===== src/rtl/fetch_pkg.sv =====
// Shared types and default widths for the instruction fetch unit and the blocks
// that reuse its next-PC selector.
package fetch_pkg;

    localparam int PC_W    = 8;
    localparam int INSTR_W = 9;

    localparam logic [INSTR_W-1:0] HALT_CODE = 9'h1FF;

    typedef enum logic [1:0] {
        IDLE,
        RUN,
        HALT
    } fetch_state_t;

    typedef enum logic [2:0] {
        PC_HOLD,
        PC_INC,
        PC_ABS,
        PC_REL,
        PC_START
    } pc_sel_t;

endpackage


===== src/rtl/instr_fetch_if.sv =====
// Fetch-side bundle: program handshake, InstROM address/data, decoder handoff
// and branch redirect. master = fetch unit, slave = its environment.
interface instr_fetch_if;
    import fetch_pkg::*;

    logic               start;
    logic [PC_W-1:0]    start_addr;
    logic [PC_W-1:0]    PC;
    logic [INSTR_W-1:0] mach_code;
    logic               stall;
    logic               branch_en;
    logic               branch_rel;
    logic [PC_W-1:0]    branch_target;
    logic [INSTR_W-1:0] instr_out;
    logic [PC_W-1:0]    instr_pc;
    logic               instr_valid;
    logic               done;

    modport master (
        input  start, start_addr, mach_code, stall,
        input  branch_en, branch_rel, branch_target,
        output PC, instr_out, instr_pc, instr_valid, done
    );

    modport slave (
        output start, start_addr, mach_code, stall,
        output branch_en, branch_rel, branch_target,
        input  PC, instr_out, instr_pc, instr_valid, done
    );

endinterface


===== src/rtl/instr_fetch_pc_next.sv =====
// Combinational next-PC selection: hold, +1, absolute, relative and start address.
// All additions wrap modulo 2^PC_W; relative offsets are two's complement.
module pc_next
    import fetch_pkg::*;
(
    input  pc_sel_t         sel,
    input  logic [PC_W-1:0] pc,
    input  logic [PC_W-1:0] instr_pc,
    input  logic [PC_W-1:0] branch_target,
    input  logic [PC_W-1:0] start_addr,
    output logic [PC_W-1:0] pc_nxt
);

    always_comb begin
        pc_nxt = pc;
        case (sel)
            PC_HOLD:  pc_nxt = pc;
            PC_INC:   pc_nxt = pc + PC_W'(1);
            PC_ABS:   pc_nxt = branch_target;
            PC_REL:   pc_nxt = instr_pc + branch_target;
            PC_START: pc_nxt = start_addr;
            default:  pc_nxt = pc;
        endcase
    end

endmodule


===== src/rtl/instr_fetch.sv =====
// Instruction fetch unit: owns the PC, registers ROM data for the decoder,
// applies branch redirects and runs the start/done program handshake.
//
//   state | meaning
//   IDLE  | after reset, waiting for start
//   RUN   | fetching one word per cycle
//   HALT  | HALT_CODE issued, done=1, outputs frozen until start
module instr_fetch
    import fetch_pkg::*;
(
    input  logic clk,
    input  logic reset,
    instr_fetch_if.master bus
);

    fetch_state_t       state;
    pc_sel_t            pc_sel;
    logic [PC_W-1:0]    pc_q;
    logic [PC_W-1:0]    pc_nxt;
    logic [INSTR_W-1:0] instr_q;
    logic [PC_W-1:0]    instr_pc_q;
    logic               valid_q;
    logic               done_q;
    logic               halt_hit;
    logic               branch_hit;

    assign halt_hit   = valid_q && (instr_q == HALT_CODE);
    assign branch_hit = valid_q && bus.branch_en;

    // Halt outranks branch; stall freezes everything including a pending branch.
    always_comb begin
        pc_sel = PC_HOLD;
        case (state)
            IDLE, HALT: if (bus.start) pc_sel = PC_START;
            RUN: begin
                if (!bus.stall && !halt_hit) begin
                    if (branch_hit) pc_sel = bus.branch_rel ? PC_REL : PC_ABS;
                    else            pc_sel = PC_INC;
                end
            end
            default: pc_sel = PC_HOLD;
        endcase
    end

    pc_next u_pc_next (
        .sel           (pc_sel),
        .pc            (pc_q),
        .instr_pc      (instr_pc_q),
        .branch_target (bus.branch_target),
        .start_addr    (bus.start_addr),
        .pc_nxt        (pc_nxt)
    );

    always_ff @(posedge clk) begin
        if (reset) begin
            state      <= IDLE;
            pc_q       <= '0;
            instr_q    <= '0;
            instr_pc_q <= '0;
            valid_q    <= 1'b0;
            done_q     <= 1'b0;
        end else begin
            pc_q <= pc_nxt;
            case (state)
                IDLE, HALT: begin
                    if (bus.start) begin
                        valid_q <= 1'b0;
                        done_q  <= 1'b0;
                        state   <= RUN;
                    end
                end
                RUN: begin
                    if (!bus.stall) begin
                        if (halt_hit) begin
                            valid_q <= 1'b0;
                            done_q  <= 1'b1;
                            state   <= HALT;
                        end else if (branch_hit) begin
                            valid_q <= 1'b0;
                        end else begin
                            instr_q    <= bus.mach_code;
                            instr_pc_q <= pc_q;
                            valid_q    <= 1'b1;
                        end
                    end
                end
                default: state <= IDLE;
            endcase
        end
    end

    assign bus.PC          = pc_q;
    assign bus.instr_out   = instr_q;
    assign bus.instr_pc    = instr_pc_q;
    assign bus.instr_valid = valid_q;
    assign bus.done        = done_q;

endmodule


===== src/flat_wrapper.sv =====
// flat-port wrapper written by rule: the top's interface ports become plain ports
module instr_fetch_flat import fetch_pkg::*;
  (clk, reset, bus_start, bus_start_addr, bus_mach_code, bus_stall, bus_branch_en, bus_branch_rel, bus_branch_target, bus_PC, bus_instr_out, bus_instr_pc, bus_instr_valid, bus_done);
  instr_fetch_if bus_i ();
  input  logic clk;
  input  logic reset;
  input wire logic [$bits(bus_i.start)-1:0] bus_start;
  input wire logic [$bits(bus_i.start_addr)-1:0] bus_start_addr;
  input wire logic [$bits(bus_i.mach_code)-1:0] bus_mach_code;
  input wire logic [$bits(bus_i.stall)-1:0] bus_stall;
  input wire logic [$bits(bus_i.branch_en)-1:0] bus_branch_en;
  input wire logic [$bits(bus_i.branch_rel)-1:0] bus_branch_rel;
  input wire logic [$bits(bus_i.branch_target)-1:0] bus_branch_target;
  output wire logic [$bits(bus_i.PC)-1:0] bus_PC;
  output wire logic [$bits(bus_i.instr_out)-1:0] bus_instr_out;
  output wire logic [$bits(bus_i.instr_pc)-1:0] bus_instr_pc;
  output wire logic [$bits(bus_i.instr_valid)-1:0] bus_instr_valid;
  output wire logic [$bits(bus_i.done)-1:0] bus_done;
  assign bus_i.start = bus_start;
  assign bus_i.start_addr = bus_start_addr;
  assign bus_i.mach_code = bus_mach_code;
  assign bus_i.stall = bus_stall;
  assign bus_i.branch_en = bus_branch_en;
  assign bus_i.branch_rel = bus_branch_rel;
  assign bus_i.branch_target = bus_branch_target;
  assign bus_PC = bus_i.PC;
  assign bus_instr_out = bus_i.instr_out;
  assign bus_instr_pc = bus_i.instr_pc;
  assign bus_instr_valid = bus_i.instr_valid;
  assign bus_done = bus_i.done;
  instr_fetch u_core (.clk(clk), .reset(reset), .bus(bus_i));
endmodule

===== config.mk =====
export PLATFORM = sky130hd
export DESIGN_NAME = instr_fetch_flat
export DESIGN_NICKNAME = d
export VERILOG_FILES = /design/src/rtl/fetch_pkg.sv /design/src/rtl/instr_fetch_if.sv /design/src/rtl/instr_fetch_pc_next.sv /design/src/rtl/instr_fetch.sv /design/src/flat_wrapper.sv
export SDC_FILE = /design/constraint.sdc
export NUM_CORES = 1
export LEC_CHECK = 0
export CAP_MARGIN = 10
export CORE_UTILIZATION = 45
export DETAILED_ROUTE_END_ITERATION = 12
export HOLD_SLACK_MARGIN = 0.03
export PLACE_DENSITY = 0.79
export SKIP_CTS_REPAIR_TIMING = 1
export SYNTH_ARGS = -nofsm -noshare
export SYNTH_HDL_FRONTEND = slang
export SYNTH_SLANG_ARGS = --single-unit

===== constraint.sdc =====
create_clock -name clk -period 2.3 [get_ports clk]
set_input_delay 0.23 -clock clk [delete_from_list [all_inputs] [get_ports clk]]
set_output_delay 0.23 -clock clk [all_outputs]
set_load 0.1 [all_outputs]

Word level (Yosys, flattened, before mapping)
Index checks and enable logic that the tools add are counted.
{ "classes": {"n_addsub": 2, "eq_ne": 10, "mux": 18, "n_bitwise": 3, "n_reduce_logical": 13} }
{ "ops": {"columns": ["operator", "count"], "rows": [
  ["$pmux 8 s4", 1],
  ["$eq 9x9->1 const B", 1],
  ["$mux 3", 3],
  ["$add 8x1->8 const B", 1],
  ["$add 8x8->8", 1],
  ["$reduce_and 4->1", 2],
  ["$mux 1", 7],
  ["$eq 3x2->1 const B", 2],
  ["$mux 2", 3],
  ["$pmux 3 s2", 1],
  ["$reduce_and 3->1", 2],
  ["$ne 2x2->1 const B", 2],
  ["$pmux 1 s2", 2],
  ["$pmux 2 s2", 1],
  ["$reduce_bool 4->1", 1],
  ["$eq 3x1->1 const B", 1],
  ["$eq 3x3->1 const B", 1],
  ["$logic_and 1x1->1", 3],
  ["$not 1->1", 3],
  ["$eq 2x1->1 const B", 1],
  ["$eq 2x2->1 const B", 1],
  ["$logic_not 1->1", 2],
  ["$logic_not 2->1", 1],
  ["$ne 2x1->1 const B", 1],
  ["2 further kinds", 2]
]} }
{ "totals": {"ff_bits": 29, "in_bits": 31, "output_inout_bits": 27, "elab_cells": 52} }

Logic depth before layout (Yosys ltp)
{ "logic_depth": {"depth_word": 8, "depth_mapped": 7, "depth_no_buf": 7} }

By module
From an unflattened synthesis, not the netlist that was laid out.
{ "hier_totals": {"hier_cells": 209, "area_unflattened_um2": 1864.3} }
{ "by_module_without_submodules": {"columns": ["mod", "instances", "cells_each", "area_per_inst_um2", "seq_area_each_um2"], "rows": [
  ["instr_fetch", 1, 99, 1046.0, 580.6],
  ["pc_next", 1, 110, 818.3, 0.0]
]} }

Worst setup path before layout
No wires, ideal clock.
{ "synth_timing": {"path_kind": "reg2reg", "from": "register u_core.instr_pc_q[0] (netlist: u_core.bus.instr_pc[0])", "to": "register u_core.pc_q[4] (netlist: u_core.bus.PC[4])", "setup_ps": 91, "t_arrival_ps": 2465, "t_required_ps": 2209, "path_slack_ps": -256, "stages_incl_launch_ff": 8, "n_path_buf": 0, "synth_period_minus_slack_ps": 2556, "cell_sequence": "dfxtp_1 > ha_1 > fa_1 > and3_1 > o21a_1 > o311ai_0 > a31oi_1 > a311oi_1"} }
{ "synth_via": {"elab_chain_len": 2} }
{ "synth_lines": {"columns": ["item", "line", "text"], "rows": [
  ["start: declaration", "instr_fetch.sv:21", "logic [PC_W-1:0] instr_pc_q;"],
  ["start signal: assignment", "instr_fetch.sv:82", "instr_pc_q <= pc_q;"],
  ["$add 8x8->8", "instr_fetch_pc_next.sv:20", "PC_REL: pc_nxt = instr_pc + branch_target;"],
  ["$pmux 8 s4", "instr_fetch_pc_next.sv:16", "case (sel)"],
  ["end signal: assignment", "instr_fetch.sv:63", "pc_q <= pc_nxt;"],
  ["end: declaration", "instr_fetch.sv:18", "logic [PC_W-1:0] pc_q;"]
]} }
Every way passes these cells.
A chain may end at the register's enable or synchronous reset.

Worst setup path in the final report
{ "layout_timing": {"from": "input bus_branch_target[0]", "to": "register u_core.pc_q[4] (netlist: u_core.bus.PC[4])"} }
{ "layout_via": {"elab_chain_len": 2} }
{ "layout_lines": {"columns": ["item", "line", "text"], "rows": [
  ["start: declaration", "flat_wrapper.sv:13", "input wire logic [$bits(bus_i.branch_target)-1:0] bus_branch_target;"],
  ["$add 8x8->8", "instr_fetch_pc_next.sv:20", null],
  ["$pmux 8 s4", "instr_fetch_pc_next.sv:16", null]
]} }
Every way passes these cells.

==> impl_summary.txt <==
----------------------------------------------------
[Logic synthesis]
  Synthesized netlist cell count ... 217
  Share of synthesized flip-flops with an asynchronous set or reset ... 0%
  Netlist area before placement ... between 1500 and 2000 µm²
  Net count of the mapped netlist ... 257
  Number of flip-flops and latches in the synthesized netlist ... 29
  Synth Area per Inst ... roughly 8 µm²
  Sequential cell area fraction in the yosys report ... ~34%
  Count of flip-flops with a built-in enable after synthesis ... 0
  Yosys cell types ... 48
  Number of warnings issued by yosys ... 0
  Main flop type after synthesis ... sky130_fd_sc_hd__dfxtp_1

[GRT]
  Initial antenna violation count ... 0
  Pin count of the biggest net entering global routing ... 18
  Vias in the first global route ... approximately 1700
  All-layer global routing usage ... 25.47%
  Global-route wire length before repair ... about 8000 µm
  Overflow after GRT ... 0

[Finish]
  Final Instance Area ... 2447 µm²
  # nets final ... about 320
  Area growth from synthesis to final layout ... 41.23%
  Final non-filler cell total ... ~330
  Ratio of cells with drive above 1 in the final layout ... roughly 25%
  Area occupied by multi-input gates ... roughly 1100 µm²
  Sequential cell area ... roughly 600 µm²
  Fill cells ... 340
  Ant. Diodes ... 0

[Routing]
  DR vias/cell ... around 5.6
  Met2 WL post-DR ... 2170 µm
  Number of nets with antenna violations after detailed routing ... 0
  Aggregate routed wire length ... between 4000 and 5000 µm
  Total number of vias ... about 1900
  Routed met3 length ... roughly 320 µm
  Wire length on met1 ... approximately 2200 µm
  Detailed-routing iteration count for the pre-antenna-repair pass ... 4
  Post-detailed-route DRC marker count ... 0
  Average detailed-routed wire length per instance ... approximately 14 µm
  Number of DRC markers after the initial detailed-route iteration ... between 100 and 150
  Top layer in use ... met4

[Floorplan]
  Core Region ... between 3000 and 4000 µm²
  Starting utilization of the core area ... roughly 47%
  Vertical die dimension ... between 60 and 70 µm
  Area of the die ... 4103 µm²
  I/O pin count ... 58
  Placement Rows ... 22
  Floorplan die width ... around 64 µm

[Min path]
  Hold WC Path Type ... flop to flop
  Worst hold stages ... 2

[Setup path]
  Largest fanout on the critical path ... 4
  Type of origin of the critical path ... input pin
  Category of the most critical setup path ... input pin to flop
  Data arrival time of the worst path ... roughly 2.3 ns
  FF-to-FF path depth ... 7
  Required @ worst endpoint ... around 2.5 ns
  Worst R2R Setup Slack ... ~0.19 ns
  Critical path endpoint category ... flop

[Run]
  Max-cap violations ... 0

[Power]
  Switching component of the power ... approximately 0.00047 W
  Gate power share ... about 29%
  Leakage power summed over all cells ... around 0.96 nW
  Worst vdd rail ir drop ... between 400 and 500 µV
  Total internal power ... 0.0008686 W
  Power per standard cell area ... 545.1 nW/µm²
  Clock Power Share ... between 30% and 40%
  Reg power frac ... between 40% and 50%
  Total design power ... about 0.0013 W
  Net switching share of the total power ... a little over a third

[CTS]
  TritonCTS buffer count ... 5
  Later-pin clock latency in the skew report ... roughly 0.28 ns
  Clock Tree Root ... sky130_fd_sc_hd__clkbuf_8
  Clock transition at path regs ... 0.07 ns
  Clk sinks ... 29
  Number of H-tree levels ... 2
  CTS tree ... built
  Maximum root-to-sink buffer count ... 2

[STA]
  Worst Tran Pin Value ... around 0.68 ns
  Period Utilization, post-route ... 93.31%
  Final setup skew ... ~0.0084 ns
  Max-slew violation count ... 0
  Final min period ... ~2.1 ns
  TNS Setup ... 0 ns
  Highest clock rate ... 466.0 MHz
  Final hold violation count ... 0
  Count of endpoints failing setup in the final report ... 0
  Setup repair after global routing missed its margin ... no
  Normalized max-slew margin ... ~54%

[Placement]
  Detailed Place HPWL ... roughly 3700 µm
  RePlAce Congestion ... around 0.83
  Port Buf Inserts ... between 50 and 60
  Dpl cells ... 325
  Area of placed instances ... 2365 µm²

[Status]
  Status ... complete, no violations

----------------------------------------------------
==> per-stage QoR <==
step	setup slack (ns)	util, %	hold slack (ns)
after floorplan	0.005181	-	0.3585
after global placement	-0.1150	64.11	0.4516
after detailed placement	-0.1677	64.11	0.4579
after CTS	0.1140	66.35	0.4656
after global routing	0.008814	66.35	0.4880
final	0.1539	66.35	0.4658
==> state kept, by name, indices dropped and copies added, names as in the netlist <==
signal and count:
u_core.bus.PC 8, u_core.bus.instr_pc 8, u_core.state 2, u_core.bus.instr_out 9, u_core.bus.instr_valid 1, u_core.bus.done 1
==> cell usage in the layout (no fill, tap or decap), types with 4 or more instances in the layout <==
| master | instances |
|---|---|
| sky130_fd_sc_hd__buf_4 | 39 |
| sky130_fd_sc_hd__clkbuf_8 | 5 |
| sky130_fd_sc_hd__nor3_1 | 5 |
| sky130_fd_sc_hd__nand3_1 | 8 |
| sky130_fd_sc_hd__a21oi_1 | 25 |
| sky130_fd_sc_hd__nand2_1 | 47 |
| sky130_fd_sc_hd__xnor2_1 | 4 |
| sky130_fd_sc_hd__dfxtp_2 | 14 |
| sky130_fd_sc_hd__a31oi_1 | 5 |
| sky130_fd_sc_hd__dfxtp_1 | 15 |
| sky130_fd_sc_hd__inv_1 | 6 |
| sky130_fd_sc_hd__a22oi_1 | 5 |
| sky130_fd_sc_hd__clkdlybuf4s50_1 | 30 |
| sky130_fd_sc_hd__nor2_1 | 8 |
| sky130_fd_sc_hd__ha_1 | 8 |
==> Yosys cell counts, types with 3 or more instances <==
library cell	number	share of area, %
sky130_fd_sc_hd__nand3_1	8	2.3
sky130_fd_sc_hd__xnor2_1	4	2.0
sky130_fd_sc_hd__a21oi_1	25	7.2
sky130_fd_sc_hd__o211ai_1	3	1.3
sky130_fd_sc_hd__a32oi_1	3	1.5
sky130_fd_sc_hd__a31oi_1	5	1.8
sky130_fd_sc_hd__nor2_1	8	1.7
sky130_fd_sc_hd__a22oi_1	5	2.2
sky130_fd_sc_hd__nand2_1	47	10
sky130_fd_sc_hd__inv_1	6	1.3
sky130_fd_sc_hd__o21ai_1	3	0.87
sky130_fd_sc_hd__or3_1	3	1.1
sky130_fd_sc_hd__dfxtp_1	29	34
sky130_fd_sc_hd__ha_1	8	5.8
sky130_fd_sc_hd__nor3_1	5	1.4
sky130_fd_sc_hd__o21ai_0	3	0.87
sky130_fd_sc_hd__clkbuf_1	5	1.1
sky130_fd_sc_hd__and3_1	3	1.1
sky130_fd_sc_hd__buf_2	4	1.2
==> power groups by stage <==
stage,combinational [W],sequential (W),clock (W)
final,0.000381,0.000550,0.000402
after floorplan,0.000119,0.000692,0
after CTS,0.000381,0.000550,0.000410
after global routing,0.000407,0.000553,0.000430
after detailed placement,0.000379,0.000561,0
after global placement,0.000376,0.000560,0
==> cell type report <==
cell class / instances / area share (%)
timing repair buffer: 69 / 24.23
clock buffer: 6 / 2.965
clock inverter: 2 / 0.4090
tap: 48 / 2.454
sequential: 29 / 24.44
inverter: 7 / 1.074
multi-input combinational: 172 / 44.43
==> critical path, cell delays in order <==
cell and delay [ns]:
sky130_fd_sc_hd__clkdlybuf4s50_1 0.42, sky130_fd_sc_hd__ha_1 0.21, sky130_fd_sc_hd__fa_1 0.40, sky130_fd_sc_hd__and3_1 0.18, sky130_fd_sc_hd__o21a_1 0.23, sky130_fd_sc_hd__o311ai_1 0.31, sky130_fd_sc_hd__a31oi_1 0.13, sky130_fd_sc_hd__a311oi_1 0.23
==> layer usage <==
layer | vias to the layer above | track usage (%)
met1 | 851 | 33.66
li1 | 929 | -
met4 | 0 | 7.955
met3 | 10 | 5.714
met5 | - | 0
met2 | 66 | 40.96
==> path summary, 6_finish.rpt <==
path / from / endpoint
max reg2reg: u_core.bus.instr_pc[0]$_SDFFE_PP0P_ / u_core.bus.PC[4]$_SDFFE_PP0P_
min: u_core.bus.instr_out[8]$_SDFFE_PP0P_ / u_core.bus.instr_out[8]$_SDFFE_PP0P_
max: bus_branch_target[0] / u_core.bus.PC[4]$_SDFFE_PP0P_
min reg2reg: u_core.bus.instr_out[8]$_SDFFE_PP0P_ / u_core.bus.instr_out[8]$_SDFFE_PP0P_
==> cell families (layout without fill, tap and decap cells) <==
| kind of cell | after synthesis | count (layout) | synth area share, % |
|---|---|---|---|
| DFF | 29 | 29 | 33.50 |
| AOI/OAI and AO/OA | 66 | 66 | 26.50 |
| muxes | 2 | 2 | 1.300 |
| and+or+nand+nor | 89 | 89 | 24.98 |
| adders and majority gates | 9 | 9 | 6.932 |
| xor gates and xnor gates | 6 | 6 | 3.032 |
| buffers and inverters | 16 | 84 | 3.754 |
No activity file was read; power rests on OpenSTA's default activity.
